## config.mk

```make
export PLATFORM = sky130hd
export DESIGN_NAME = button_debounce_sync
export DESIGN_NICKNAME = d
export VERILOG_FILES = /design/src/rtl/button_debounce_sync.sv
export SDC_FILE = /design/constraint.sdc
export NUM_CORES = 1
export LEC_CHECK = 0
export ABC_AREA = 1
export CORE_ASPECT_RATIO = 1.1
export CORE_MARGIN = 1.5
export CORE_UTILIZATION = 30
export CTS_CLUSTER_SIZE = 14
export DETAILED_ROUTE_END_ITERATION = 8
export PLACE_DENSITY = 0.5
export SLEW_MARGIN = 20
export SYNTH_ARGS = -nofsm -noshare
export SYNTH_HDL_FRONTEND = slang
export SYNTH_SLANG_ARGS = --single-unit
export TNS_END_PERCENT = 20
```

## constraint.sdc

```tcl
create_clock -name clk -period 3.6 [get_ports clk]
set_clock_uncertainty 0.05 [all_clocks]
set_input_delay 0.9 -clock clk [delete_from_list [all_inputs] [get_ports clk]]
set_output_delay 0.9 -clock clk [all_outputs]
set_load 0.005 [all_outputs]
```

## src/rtl/button_debounce_sync.sv

```systemverilog
// button_debounce_sync: two-flop synchronizer plus counting debounce FSM with registered press/release strobes and press counter
module button_debounce_sync #(
    parameter int DB_COUNT = 500000,
    parameter int CNT_W    = 8
) (
    input  logic             clk,
    input  logic             RST_N,
    input  logic             BTN_IN,
    output logic             BTN_CLEAN,
    output logic             PRESS_PULSE,
    output logic             RELEASE_PULSE,
    output logic [CNT_W-1:0] PRESS_COUNT
);
    localparam int CW = $clog2(DB_COUNT + 1);
    localparam logic [CW-1:0] ONE  = CW'(1);
    localparam logic [CW-1:0] LAST = CW'(DB_COUNT - 1);
    localparam logic [CNT_W-1:0] INC = CNT_W'(1);

    typedef enum logic [1:0] {IDLE_LOW, WAIT_HIGH, IDLE_HIGH, WAIT_LOW} state_t;

    state_t        state;
    logic          sync1;
    logic          s;
    logic [CW-1:0] cnt;

    // bring the asynchronous pin into the clk domain
    always_ff @(posedge clk) begin
        if (!RST_N) begin
            sync1 <= 1'b0;
            s     <= 1'b0;
        end else begin
            sync1 <= BTN_IN;
            s     <= sync1;
        end
    end

    // debounce FSM: a level is accepted only after DB_COUNT consecutive samples of s
    always_ff @(posedge clk) begin
        if (!RST_N) begin
            state         <= IDLE_LOW;
            cnt           <= '0;
            BTN_CLEAN     <= 1'b0;
            PRESS_PULSE   <= 1'b0;
            RELEASE_PULSE <= 1'b0;
            PRESS_COUNT   <= '0;
        end else begin
            PRESS_PULSE   <= 1'b0;
            RELEASE_PULSE <= 1'b0;
            case (state)
                IDLE_LOW: begin
                    if (s && DB_COUNT == 1) begin
                        state       <= IDLE_HIGH;
                        cnt         <= '0;
                        BTN_CLEAN   <= 1'b1;
                        PRESS_PULSE <= 1'b1;
                        PRESS_COUNT <= PRESS_COUNT + INC;
                    end else if (s) begin
                        state <= WAIT_HIGH;
                        cnt   <= ONE;
                    end else begin
                        cnt <= '0;
                    end
                end
                WAIT_HIGH: begin
                    if (!s) begin
                        state <= IDLE_LOW;
                        cnt   <= '0;
                    end else if (cnt == LAST) begin
                        state       <= IDLE_HIGH;
                        cnt         <= '0;
                        BTN_CLEAN   <= 1'b1;
                        PRESS_PULSE <= 1'b1;
                        PRESS_COUNT <= PRESS_COUNT + INC;
                    end else begin
                        cnt <= cnt + ONE;
                    end
                end
                IDLE_HIGH: begin
                    if (!s && DB_COUNT == 1) begin
                        state         <= IDLE_LOW;
                        cnt           <= '0;
                        BTN_CLEAN     <= 1'b0;
                        RELEASE_PULSE <= 1'b1;
                    end else if (!s) begin
                        state <= WAIT_LOW;
                        cnt   <= ONE;
                    end else begin
                        cnt <= '0;
                    end
                end
                WAIT_LOW: begin
                    if (s) begin
                        state <= IDLE_HIGH;
                        cnt   <= '0;
                    end else if (cnt == LAST) begin
                        state         <= IDLE_LOW;
                        cnt           <= '0;
                        BTN_CLEAN     <= 1'b0;
                        RELEASE_PULSE <= 1'b1;
                    end else begin
                        cnt <= cnt + ONE;
                    end
                end
                default: begin
                    state <= IDLE_LOW;
                    cnt   <= '0;
                end
            endcase
        end
    end
endmodule

```

# Word level (Yosys, flattened, before mapping)
# Cells that the tools add are included.
# W data, S select, Z words.
[word_totals] ff_bits=34 inputBits=3 wordCells=50
[classes] n_addsub=2 eq_ne=12 muxes=19 n_bitwise=2 n_reduce_logical=7
[op_table] cell="$pmux W19 S4" n=1
[op_table] cell="$mux W19" n=3
[op_table] cell="$add A19 B1 Y19 const B" n=1
[op_table] cell="$eq A19 B19 Y1 const B" n=1
[op_table] cell="$mux W2" n=6
[op_table] cell="$ne A2 B2 Y1 const B" n=6
[op_table] cell="$add A8 B1 Y8 const B" n=1
[op_table] cell="$pmux W2 S4" n=1
[op_table] cell="$mux W1" n=7
[op_table] cell="$ne A3 B3 Y1 const B" n=2
[op_table] cell="$reduce_and A3 Y1" n=2
[op_table] cell="$reduce_and A5 Y1" n=1
[op_table] cell="$eq A2 B2 Y1 const B" n=2
[op_table] cell="$reduce_and A4 Y1" n=1
[op_table] cell="$reduce_or A3 Y1" n=1
[op_table] cell="$eq A2 B1 Y1 const B" n=1
[op_table] cell="$logic_not A2 Y1" n=1
[op_table] cell="$not A1 Y1" n=2
[op_table] cell="$pmux W1 S2" n=1
[op_table] cell="$reduce_bool A2 Y1" n=1

# Longest topological paths before layout
[logic_depth] ltp_word=4 ltp_mapped=10 depth_no_buf=10

# Least setup slack after synthesis
# OpenSTA, ideal clock, no wires.
[synth_timing] path_type="input to register" start="input port RST_N" end="register cnt[15]" arrival_ns=1.771 t_required_ns=3.488 setup_slack_ns=1.718 path_stages=8 n_path_buf=2 cell_sequence="buf_2 > inv_1 > nor2_1 > inv_1 > nor2_4 > inv_2 > buf_6 > nor2_4"
[synth_lines] element="start, declared" line="7" source="input logic RST_N,"
[synth_lines] element="end signal, assigned" line="75" source="cnt <= cnt + ONE;"
[synth_lines] element="end signal, assigned" line="101" source="cnt <= cnt + ONE;"
[synth_lines] element="end, declared" line="24" source="logic [CW-1:0] cnt;"

==> flow_summary.yaml <==
drt:
  drt_iter0_markers: 67
  viasPerCell: 4.56
  wl_per_cell_um: 10.8
  drt_wl_total_mm: 3.73
  ant_nets: 0
  via_count: 1572
  drc_errors: 0
  dr.pass1.iters: 4
sta:
  tightest_slew_ns: 0.372
  hold_violations: 0
  fmax_ghz: 0.423
  slew_headroom: 0.752
  slew_viol_final: 0
  finalSetupTns_ns: 0
  finalCritPeriodShare: 0.657
  setup_ws_ns: 1.24
  setup_violations: 0
  fin_crit_ns: 2.36
  timing.hold.ws_ns: 0.368
  grt_setup_unrepaired: "false"
die:
  io_pins: 14
  floorplan.die_area_um2: 6280
  die_h_um: 82.9
  core_area_um2: 5500
  chipWidth_um: 75.7
  initial_core_util: 0.317
  row_count: 28
synthesis:
  synth_area_um2: 1740
  ys_top_cells_by_area: "dfxtp_1 (39%), nand2_1 (12%), nor2_1 (8.8%), inv_1 (6.7%), xor2_1 (5.5%)"
  synth.avg_cell_area_um2: 6.92
  synth_nets: 257
  synth_top_cell_by_area: "dfxtp_1"
  yosys_warnings: 0
  ys_seq_elements: 34
  netlist_top_cells_count: "nand2_1 (57), nor2_1 (41), dfxtp_1 (34)"
  ys.flop_type: "dfxtp_1"
  synth_top_area_share: 0.391
  synth.distinct_cells: 22
  async_flop_share: 0
  synth_most_common_cell: "nand2_1"
  synth-edff-count: 0
  synthCells: 252
  synth_seq_area_share: 0.391
worst_setup_path:
  timing.critical_path.mode_cell: "inv_1"
  worst-setup-path-type: "in2reg"
  critPathSlowestCell: "clkdlybuf4s50_1"
  cp_top_family: "buffers and inverters"
  critPathCaptureType: "register"
  max_stage_delay_ns: 0.67
  worstSetupStartpointType: "primary input"
  critPathRequiredTime_ns: 3.75
  path_max_fanout: 14
  path_buf_inv: 4
  crit_chain: "clkdlybuf4s50_1, inv_1, nor2_1, inv_1, nor2_4, inv_2, nor3_1"
  worst_ep_arrival_time_ns: 2.52
grt:
  grt_antenna_before_repair: 0
  grt_max_degree: 15
  grt-ovfl-total: 0
  grt_usage: 0.136
  grt_pass1_vias: 1489
  grt_pass1_wl_mm: 6.59
power:
  power_frac_seq: 0.562
  internal_power_mw: 0.524
  cellPowerDensity_nw_per_um2: 341
  switching_share: 0.244
  p_switching_mw: 0.169
  p_leak_nw: 0.715
  pwr-share-comb: 0.053
  clockPowerShare: 0.385
  vdd_drop_max_uv: 174
job:
  maxCapViolations: 0
cts:
  cts.clk_slew.worst_paths_ns: 0.07
  cts_tree: "yes"
  htreeDepth: 2
  cts_buffers: 5
  cts_resized: 0
  cts_post_setup_buffers_inserted: 0
  cts_root_buf: "clkbuf_8"
  cts_sinks: 34
  clk-insertion-delay-late_ns: 0.28
  ctsHoldBuffers: 0
  cts_buffer_depth: 2
cells_and_area:
  final_area_um2: 2030
  final_core_util: 0.369
  multi_input_area_um2: 918
  antennaDiodeCount: 0
  fillers: 622
  area_growth_pct: 16.4
  drive_above_1_share: 0.107
  seq_area_um2: 681
  nNetsFinal: 275
min_path:
  min_path_type: "reg2reg"
placed_design:
  portBuffers: 13
  place_congestion: 0.866
  place_area_um2: 1950
  hpwl_mm: 2.83
  dp_slack_ns: 0.911
outcome:
  status: "finished, final reports clean"
## stage by stage
| step | power (mW) | std cells |
|---|---|---|
| 4_1_cts | 0.702 | 345 |
| 2_1_floorplan | 0.425 | 252 |
| 3_3_place_gp | 0.435 | 338 |
| 3_5_place_dp | 0.434 | 338 |
| 6_report | 0.693 | 345 |
| 5_1_grt | 0.720 | 345 |
## worst min-delay path: cells and delay by family (launching register included)
kind | cells | cell delay [ns]
buf+inv | 1 | 0.04
flops | 1 | 0.31
simple gates | 1 | 0.04
## registers in the layout (all words and copies together), names as in the netlist, named ones only
| signal | flops |
|---|---|
| state | 1 |
| PRESS_PULSE | 1 |
| sync1 | 1 |
| BTN_CLEAN | 1 |
| cnt | 19 |
| PRESS_COUNT | 8 |
| s | 1 |
| RELEASE_PULSE | 1 |
## routing by layer
layer / part of all wire / wire length (µm) / track usage
met1: 0.49 / 1850 / 0.183
met3: 0.027 / 100 / 0.0376
met2: 0.47 / 1740 / 0.207
met5: 0 / 0 / 0
met4: 0.012 / 44 / 0.0438
## worst paths after layout
check / start / to / slack (ns) / cells past startpoint
max: RST_N / cnt[2] / 1.24 / 7
min: sync1 / s / 0.37 / 2
max reg2reg: cnt[8] / cnt[2] / 1.80 / 9
min reg2reg: sync1 / s / 0.37 / 2
## cell usage in the layout, fill, tap and decap left out
master	synthesis	routed
clkdlybuf4s50_1	0	13
nand3_1	14	14
nand2_1	57	57
o21ai_2	1	1
nand2_4	2	2
xor2_1	11	11
clkbuf_8	0	5
inv_1	31	31
dfxtp_1	34	34
nand4_1	5	5
nor3_1	11	11
inv_2	3	3
ha_1	2	2
nor2_1	41	41
a31oi_1	3	3
nor2_2	12	12
xnor2_1	1	1
nand3_2	1	1
nor2_4	3	3
o21ai_0	7	7
a21oi_1	9	9
clkinv_2	0	2
a211oi_1	2	2
## cell families after synthesis
kind of cell             after synthesis  share of synthesized area
buffers and inverters                 36                     0.0826
AO/OA/AOI/OAI                         22                     0.0703
XOR/XNOR                              12                     0.0603
flip-flops                            34                      0.391
adder cells (fa/ha/maj)                2                     0.0144
AND/OR/NAND/NOR                      146                      0.382
## cell type report
type                            count  area share
Multi-Input combinational cell    182       0.453
Sequential cell                    34       0.335
Timing Repair Buffer               13      0.0641
Inverter                           34      0.0629
Tap cell                           75      0.0462
Clock buffer                        5      0.0339
Clock inverter                      2     0.00493
## power by group through the flow
stage	registers (mW)	logic (mW)	clock network, mW
3_5_place_dp	0.398	0.0363	0
6_report	0.389	0.0369	0.267
3_3_place_gp	0.398	0.0368	0
5_1_grt	0.390	0.0418	0.288
4_1_cts	0.389	0.0369	0.276
2_1_floorplan	0.396	0.0287	0
Power figures use the tool's default switching activity.
